===== src/rtl/out_port_ctrl.sv =====
// Output port controller: small write buffer feeding a 4-phase strobe/ack handshake.
// Define OUTPORT_FIFO_EN for a 4-word buffer; otherwise a single holding register is used.
module out_port_ctrl (
  input  logic        clk,
  input  logic        clr,
  input  logic        OutportIn,
  input  logic [31:0] BusMuxOut,
  output logic [31:0] Output,
  output logic        OutStrobe,
  input  logic        OutAck,
  output logic        OutFull,
  output logic        OutEmpty,
  output logic [2:0]  OutCount,
  output logic        OutOverflow
);

`ifdef OUTPORT_FIFO_EN
  localparam int DEPTH = 4;
`else
  localparam int DEPTH = 1;
`endif
  localparam int PW = (DEPTH > 1) ? $clog2(DEPTH) : 1;
  localparam int CW = (DEPTH > 1) ? 3 : 1;

  typedef enum logic [1:0] {
    IDLE,
    STROBE,
    RELEASE
  } state_t;

  state_t          state_q, state_d;
  logic [31:0]     mem_q [DEPTH];
  logic [31:0]     head;
  logic [PW-1:0]   wr_ptr_q, wr_ptr_d;
  logic [PW-1:0]   rd_ptr_q, rd_ptr_d;
  logic [CW-1:0]   count_q, count_d;
  logic [31:0]     out_q, out_d;
  logic            strobe_q, strobe_d;
  logic            ovf_q, ovf_d;
  logic            full, empty, push, pop;

  function automatic logic [PW-1:0] ptr_inc(input logic [PW-1:0] p);
    if (p == PW'(DEPTH - 1)) begin
      return '0;
    end
    return p + 1'b1;
  endfunction

  // Fullness comes from start-of-cycle state, so a pop on the same edge never rescues a write.
  assign empty = (count_q == '0);
  assign full  = (count_q == CW'(DEPTH));
  assign push  = OutportIn && !full;

  if (DEPTH == 1) begin : g_single
    assign head = mem_q[0];
  end else begin : g_multi
    assign head = mem_q[rd_ptr_q];
  end

  always_ff @(posedge clk) begin
    for (int i = 0; i < DEPTH; i++) begin
      if (push && (wr_ptr_q == PW'(i))) begin
        mem_q[i] <= BusMuxOut;
      end
    end
  end

  always_comb begin
    state_d = state_q;
    pop     = 1'b0;
    case (state_q)
      IDLE: begin
        // A lingering ack from the previous transfer must drop before the next pop.
        if (!empty && !OutAck) begin
          pop     = 1'b1;
          state_d = STROBE;
        end
      end
      STROBE: begin
        if (OutAck) begin
          state_d = RELEASE;
        end
      end
      RELEASE: begin
        if (!OutAck) begin
          state_d = IDLE;
        end
      end
      default: state_d = IDLE;
    endcase
  end

  always_comb begin
    wr_ptr_d = push ? ptr_inc(wr_ptr_q) : wr_ptr_q;
    rd_ptr_d = pop ? ptr_inc(rd_ptr_q) : rd_ptr_q;
    out_d    = pop ? head : out_q;
    strobe_d = (state_d == STROBE);
    ovf_d    = ovf_q | (OutportIn & full);
    count_d  = count_q;
    case ({push, pop})
      2'b10:   count_d = count_q + CW'(1);
      2'b01:   count_d = count_q - CW'(1);
      default: count_d = count_q;
    endcase
  end

  always_ff @(posedge clk) begin
    if (clr) begin
      state_q  <= IDLE;
      wr_ptr_q <= '0;
      rd_ptr_q <= '0;
      count_q  <= '0;
      out_q    <= '0;
      strobe_q <= 1'b0;
      ovf_q    <= 1'b0;
    end else begin
      state_q  <= state_d;
      wr_ptr_q <= wr_ptr_d;
      rd_ptr_q <= rd_ptr_d;
      count_q  <= count_d;
      out_q    <= out_d;
      strobe_q <= strobe_d;
      ovf_q    <= ovf_d;
    end
  end

  assign Output      = out_q;
  assign OutStrobe   = strobe_q;
  assign OutFull     = full;
  assign OutEmpty    = empty;
  assign OutCount    = 3'(count_q);
  assign OutOverflow = ovf_q;

endmodule


===== config.mk =====
export PLATFORM = sky130hd
export DESIGN_NAME = out_port_ctrl
export DESIGN_NICKNAME = d
export VERILOG_FILES = /design/src/rtl/out_port_ctrl.sv
export SDC_FILE = /design/constraint.sdc
export NUM_CORES = 1
export LEC_CHECK = 0
export ABC_AREA = 1
export BUFFER_PORTS_ARGS = -buffer_cell sky130_fd_sc_hd__buf_2
export CAP_MARGIN = 20
export CORE_MARGIN = 2
export CORE_UTILIZATION = 51
export CTS_CLUSTER_SIZE = 24
export DETAILED_ROUTE_END_ITERATION = 7
export PLACE_DENSITY = 0.78
export SLEW_MARGIN = 20
export SYNTH_ARGS = -nofsm -noshare
export SYNTH_HDL_FRONTEND = slang
export SYNTH_SLANG_ARGS = --single-unit

===== constraint.sdc =====
create_clock -name clk -period 2.5 [get_ports clk]
set_input_delay 0.375 -clock clk [delete_from_list [all_inputs] [get_ports clk]]
set_output_delay 0.375 -clock clk [all_outputs]
set_load 0.02 [all_outputs]

==> key figures, run 1 <==
Setup path
  – Crit path kind: flip-flop to flip-flop
  – Worst-path cell chain: inv_2, nor2_4, buf_4, nand3_1, nand2_1, nor2_1
  – R2R depth: 6
  – Slowest stage delay, CP: 0.54 ns
  – CP Max Fanout: 65
  – CP startpoint kind: flip-flop
  – Worst EP required: 2.72 ns
  – Reg-to-reg setup timing slack: 0.88 ns
  – FF-to-FF End: Output[3]
  – Crit path capture type: flip-flop
  – Crit path DAT: 1.85 ns
  – Reg-to-Reg Start: OutFull
  – Slowest-stage cell, CP: buf_4

STA
  – Tcrit/Tclk final: 0.649
  – Max Clk Rate: 617 MHz
  – Setup TNS: 0 ns
  – Clock Skews: 0.00789 ns
  – Tmin final: 1.62 ns
  – Worst rel slew slack: 0.566
  – PnR worst setup slack: 0.878 ns
  – Final setup vio count: 0
  – Unrepaired setup endpoints after global routing: false
  – Final-report max-slew violation count: 0
  – Least-Margin Pin Slew: 0.649 ns
  – Final hold vios: 0

Outcome
  – Status: completed

Pwr
  – Clock Power Share: 0.325
  – Maximum vdd drop: 0.383 mV
  – Net Sw Frac: 0.250
  – Total power: 2.33 mW
  – Sw power: 0.581 mW
  – Cell internal pwr: 1.75 mW
  – LEAKAGE: 1.50 nW
  – Power per cell area: 731 nW/um2
  – Logic pwr share: 0.121
  – Register share of total power: 0.554

Detailed routing
  – Vias: 1896
  – Drt first pass iters: 4
  – Routed len/inst: 11.1 um
  – Post-Route WL: 4550 um
  – Final ANT Viol Nets: 0
  – Vias/cell: 4.64
  – DRT iter0 DRCs: 95
  – DRC: 0

Yosys
  – Synthesized area: 2650 um2
  – Combinational family with the most area after synthesis: simple AND/OR/NAND/NOR gates
  – Synth warnings: 0
  – #FFs+latches synth: 69
  – Post-synthesis mux area share: 0
  – Post-synthesis sequential area ratio: 0.642
  – Post-Synthesis Mean Instance Area: 9.96 um2
  – Synth unique cells: 21
  – Post-synthesis compound-gate area fraction: 0.0788
  – Gate Count Post-Synth: 266
  – Synth Area in Adders: 0
  – XOR/XNOR Fraction of Synth Area: 0
  – Synth Area in Simple Gates: 0.171

Floorplan
  – Die H: 76.1 um
  – Die Width: 76.1 um
  – Std-Cell Rows: 26
  – Top Ports: 75
  – Core Box Area: 5070 um2
  – Die footprint: 5790 um2
  – Starting Density: 0.522

Global route
  – First-pass GRT wire length: 7720 um
  – Number of global-route vias before repair: 1722
  – Initial antenna violation count: 0
  – Grt total ovfl: 0
  – Largest net degree at the start of global routing: 66
  – Gr usage total: 0.173

Hold path
  – Hold Path End: mem_q[0][27]
  – Hold depth: 1
  – HP Class: input port to flip-flop
  – Origin of the worst min-delay path: BusMuxOut[27]

CTS
  – CTS tree: yes
  – Worst-Skew Late Latency: 0.34 ns
  – Setup bufs post-CTS: 0
  – CTS resizes: 0
  – Worst-case clock buffer depth: 2
  – Clock root buffer: clkbuf_8
  – Clock-pin slew on the worst setup and hold paths: 0.07 ns
  – H-tree depth: 3
  – CTS Buf Count: 9
  – # clock sinks: 69
  – Hold buffer count at cts: 0

Cells and area
  – Layout Nets: 370
  – # diodes: 0
  – Layout cells sized above 1: 0.298
  – Fillers: 436
  – Syn-to-layout area delta: 20.1%
  – Area of all placed cells without fillers: 3180 um2
  – Commonest non-fill, non-tap cell in the layout: buf_2
  – Most frequent cells in the layout: buf_2 (72), dfxtp_1 (37), inv_1 (34), nand2_1 (34), nor2_1 (34)

Placed design
  – Gpl congestion: 0.726
  – Pre-CTS setup slack: 0.890 ns
  – Post-DP HPWL: 2970 um
  – DP Area: 3020 um2
  – PortBufs: 72

Run
  – Maxcap violations: 0
==> logic make-up (layout without fill, tap and decap cells) <==
group	Yosys count	count (layout)
AOI/OAI and AO/OA	35	35
buffers and inverters	55	127
DFF	69	69
other	1	2
and+or+nand+nor	106	106
==> state kept, by name, summed over array words and instances, names as in the netlist <==
name         count
OutFull          1
OutOverflow      1
state_q          2
mem_q           32
Output          32
OutStrobe        1
==> critical path, delay by kind of cell (launching register included) <==
family,cells,cell delay [ns]
buffers and inverters,2,0.63
AND/OR/NAND/NOR,4,0.39
flip-flops,1,0.48
==> layer usage <==
layer,share of wire,global-route usage
met5,0,0
met4,0.025,0.100
met3,0.059,0.0533
met2,0.49,0.282
met1,0.43,0.202
==> layout make-up <==
cell class	instances	area [um2]	area share
Clock inverter	2	10.0	0.00315
Multi-Input combinational cell	143	683	0.215
Tap cell	70	87.6	0.0275
Timing Repair Buffer	76	415	0.131
Clock buffer	14	153	0.0480
Inverter	35	131	0.0413
Sequential cell	69	1700	0.535
==> power groups by stage <==
| stage | clock network [mW] | registers [mW] | logic, mW |
|---|---|---|---|
| 2_1_floorplan | 0 | 1.36 | 0.154 |
| 3_3_place_gp | 0 | 1.31 | 0.279 |
| 3_5_place_dp | 0 | 1.31 | 0.285 |
| 4_1_cts | 0.780 | 1.29 | 0.285 |
| 5_1_grt | 0.830 | 1.30 | 0.314 |
| 6_report | 0.756 | 1.29 | 0.281 |
==> cells in the mapped netlist <==
cell type / n / share of area
nor2_2: 1 / 0.0024
buf_6: 5 / 0.021
inv_1: 34 / 0.048
inv_2: 1 / 0.0014
nor3_1: 1 / 0.0019
conb_1: 1 / 0.0014
nand3_1: 32 / 0.060
nand2_1: 34 / 0.048
dfxtp_1: 37 / 0.28
nor4_1: 2 / 0.0047
edfxtp_1: 32 / 0.36
buf_8: 1 / 0.0057
buf_2: 3 / 0.0057
nor2_4: 1 / 0.0042
buf_1: 3 / 0.0042
nor2_1: 35 / 0.050
a21oi_1: 25 / 0.047
buf_4: 6 / 0.017
o21ai_0: 1 / 0.0019
a21oi_2: 9 / 0.030
clkbuf_1: 2 / 0.0028
==> worst max-delay path by stage <==
stage                     startpoint     endpoint  cells past startpoint
after floorplan              OutFull  mem_q[0][0]                      1
after global placement    state_q[1]   Output[25]                      5
after detailed placement     OutFull    Output[3]                      6
after CTS                    OutFull    Output[3]                      6
after global routing         OutFull   Output[24]                      6
final                        OutFull    Output[3]                      6
==> metrics by stage <==
stage,util,hold slack (ns),cells
after global routing,0.627,0.186,409
after floorplan,-,0.447,267
after detailed placement,0.595,0.464,393
after CTS,0.627,0.190,409
final,0.627,0.208,409
after global placement,0.595,0.458,393
(Power assumes the default switching activity.)
==> inputs of run 2 (changes only) <==
==> constraint.sdc (replaced) <==
create_clock -name clk -period 1.5 [get_ports clk]
set_input_delay 0.225 -clock clk [delete_from_list [all_inputs] [get_ports clk]]
set_output_delay 0.225 -clock clk [all_outputs]
set_load 0.02 [all_outputs]
==> key figures, run 2 (synthesis results as in run 1) <==
Global route
  – Initial antenna violation count: 0 (unchanged)
  – Number of global-route vias before repair: 1664 (was 1722)
  – Gr usage total: 0.165 (was 0.173)
  – First-pass GRT wire length: 7390 um (was 7720 um)
  – Grt total ovfl: 0 (unchanged)
  – Largest net degree at the start of global routing: 40 (was 66)

STA
  – Unrepaired setup endpoints after global routing: false (unchanged)
  – Setup TNS: 0 ns (unchanged)
  – Final hold vios: 0 (unchanged)
  – Final setup vio count: 0 (unchanged)
  – Final-report max-slew violation count: 0 (unchanged)
  – Hold_ws: 0.0658 ns (was 0.208 ns)
  – Tmin final: 1.30 ns
  – Tcrit/Tclk final: 0.867
  – Max Clk Rate: 769 MHz
  – Clock Skews: 0.00562 ns (was 0.00789 ns)

Detailed routing
  – Final ANT Viol Nets: 0 (unchanged)
  – Routed len/inst: 10.9 um (was 11.1 um)
  – Vias/cell: 4.61 (was 4.64)
  – DRC: 0 (unchanged)
  – Drt first pass iters: 4 (unchanged)
  – Post-Route WL: 4510 um (was 4550 um)
  – DRT iter0 DRCs: 103 (was 95)
  – Vias: 1903 (was 1896)

Pwr
  – Total power: 4.02 mW (was 2.33 mW)
  – Net Sw Frac: 0.246 (was 0.250)
  – Power per cell area: 1240 nW/um2 (was 731 nW/um2)
  – Logic pwr share: 0.119 (was 0.121)
  – Maximum vdd drop: 0.777 mV (was 0.383 mV)
  – Sw power: 0.988 mW (was 0.581 mW)
  – Register share of total power: 0.535 (was 0.554)
  – Cell internal pwr: 3.04 mW (was 1.75 mW)
  – LEAKAGE: 1.53 nW (was 1.50 nW)
  – Clock Power Share: 0.346 (was 0.325)

Placed design
  – Gpl congestion: 0.774 (was 0.726)
  – PortBufs: 72 (unchanged)
  – Post-DP HPWL: 3060 um (was 2970 um)
  – Post-Place Cells: 397 (was 393)

Setup path
  – CP Max Fanout: 7 (was 65)
  – Reg-to-Reg Start: OutFull (unchanged)
  – Worst EP required: 1.27 ns (was 2.72 ns)
  – R2R depth: 6 (unchanged)
  – CP startpoint kind: flip-flop (unchanged)
  – Reg-to-reg setup timing slack: 0.25 ns (was 0.88 ns)
  – Crit path capture type: output pin (was flip-flop)
  – Crit path DAT: 1.08 ns (was 1.85 ns)
  – Crit path kind: flip-flop to output pin (was flip-flop to flip-flop)
  – FF-to-FF End: Output[10] (was Output[3])

Hold path
  – Origin of the worst min-delay path: BusMuxOut[10] (was BusMuxOut[27])
  – HP Class: input port to flip-flop (unchanged)
  – Hold depth: 1 (unchanged)
  – Hold Path End: mem_q[0][10] (was mem_q[0][27])

Cells and area
  – Syn-to-layout area delta: 22.4% (was 20.1%)
  – Layout Nets: 374 (was 370)
  – Most frequent cells in the layout: buf_2 (72), dfxtp_1 (37), inv_1 (34), nand2_1 (34), nor2_1 (34) (unchanged)
  – Final Util: 0.639 (was 0.627)
  – Layout cells sized above 1: 0.309 (was 0.298)
  – Register area: 1700 um2 (unchanged)
  – Finished Layout Cells: 413 (was 409)
  – # diodes: 0 (unchanged)
  – Multi-input gate area: 683 um2 (unchanged)
  – Fillers: 428 (was 436)
  – Commonest non-fill, non-tap cell in the layout: buf_2 (unchanged)

Floorplan
  – Core Box Area: 5070 um2 (unchanged)
  – Die H: 76.1 um (unchanged)
  – Die footprint: 5790 um2 (unchanged)
  – Std-Cell Rows: 26 (unchanged)
  – Die Width: 76.1 um (unchanged)
  – Starting Density: 0.522 (unchanged)
  – Top Ports: 75 (unchanged)

Outcome
  – Status: completed (unchanged)

CTS
  – CTS resizes: 0 (unchanged)
  – CTS tree: yes (unchanged)
  – Worst-case clock buffer depth: 2 (unchanged)
  – Clock-pin slew on the worst setup and hold paths: 0.07 ns (about the same)
  – # clock sinks: 69 (unchanged)
  – Setup bufs post-CTS: 0 (unchanged)
  – CTS Buf Count: 9 (unchanged)
  – Worst-Skew Late Latency: 0.33 ns (was 0.34 ns)
  – Hold buffer count at cts: 0 (unchanged)
  – Clock root buffer: clkbuf_8 (unchanged)
  – H-tree depth: 3 (unchanged)

Run
  – Maxcap violations: 0 (unchanged)
-- run 2: cell types whose count changed in the layout (fill, tap and decap cells not counted) --
cell        delta
clkinvlp_4     +1
bufinv_16      +1
buf_4          +3
clkbuf_8       -1
buf_12         +1
clkinv_1       +1
clkbuf_1       -2
-- run 2: critical path, cell delays in order (launching register included) --
cell and delay, ns:
dfxtp_1 0.49, inv_2 0.09, buf_2 0.17
-- run 2: worst max-delay path by stage --
| stage | endpoint | start | cells past startpoint |
|---|---|---|---|
| global placement | Output[6] | OutFull | 6 |
| CTS | OutEmpty | OutFull | 2 |
| detailed placement | Output[10] | OutFull | 6 |
| finish | OutEmpty | OutFull | 2 |
| floorplan | mem_q[0][0] | OutFull | 1 |
| global route | OutEmpty | OutFull | 2 |
-- run 2: routing by layer --
metal	vias to the layer above	routed length, um	global-route usage
met3	6	236	0.0462
met5	-	0	0
met2	58	2280	0.270
met1	837	1960	0.194
met4	0	44	0.104
li1	1002	-	-
-- run 2: cell type report --
cell class / instances / area share
clock inverter: 5 / 0.0158
timing repair buffer: 80 / 0.141
inverter: 35 / 0.0405
sequential: 69 / 0.524
tap: 70 / 0.0270
clock buffer: 11 / 0.0405
multi-input combinational: 143 / 0.211
-- run 2: power by group through the flow --
stage                     Combinational (mW)  Sequential, mW  Clock [mW]
final                                  0.479            2.15        1.39
after global routing                   0.527            2.16        1.55
after CTS                              0.484            2.15        1.44
after detailed placement               0.483            2.19           0
after global placement                 0.470            2.19           0
after floorplan                        0.259            2.26           0
-- run 2: metrics by stage --
stage | cell area [um2] | setup WS (ns)
final | 3240 | 0.199
after global routing | 3240 | 0.142
after CTS | 3240 | 0.172
after detailed placement | 3060 | 0.259
after global placement | 3060 | 0.325
after floorplan | 2660 | 0.124
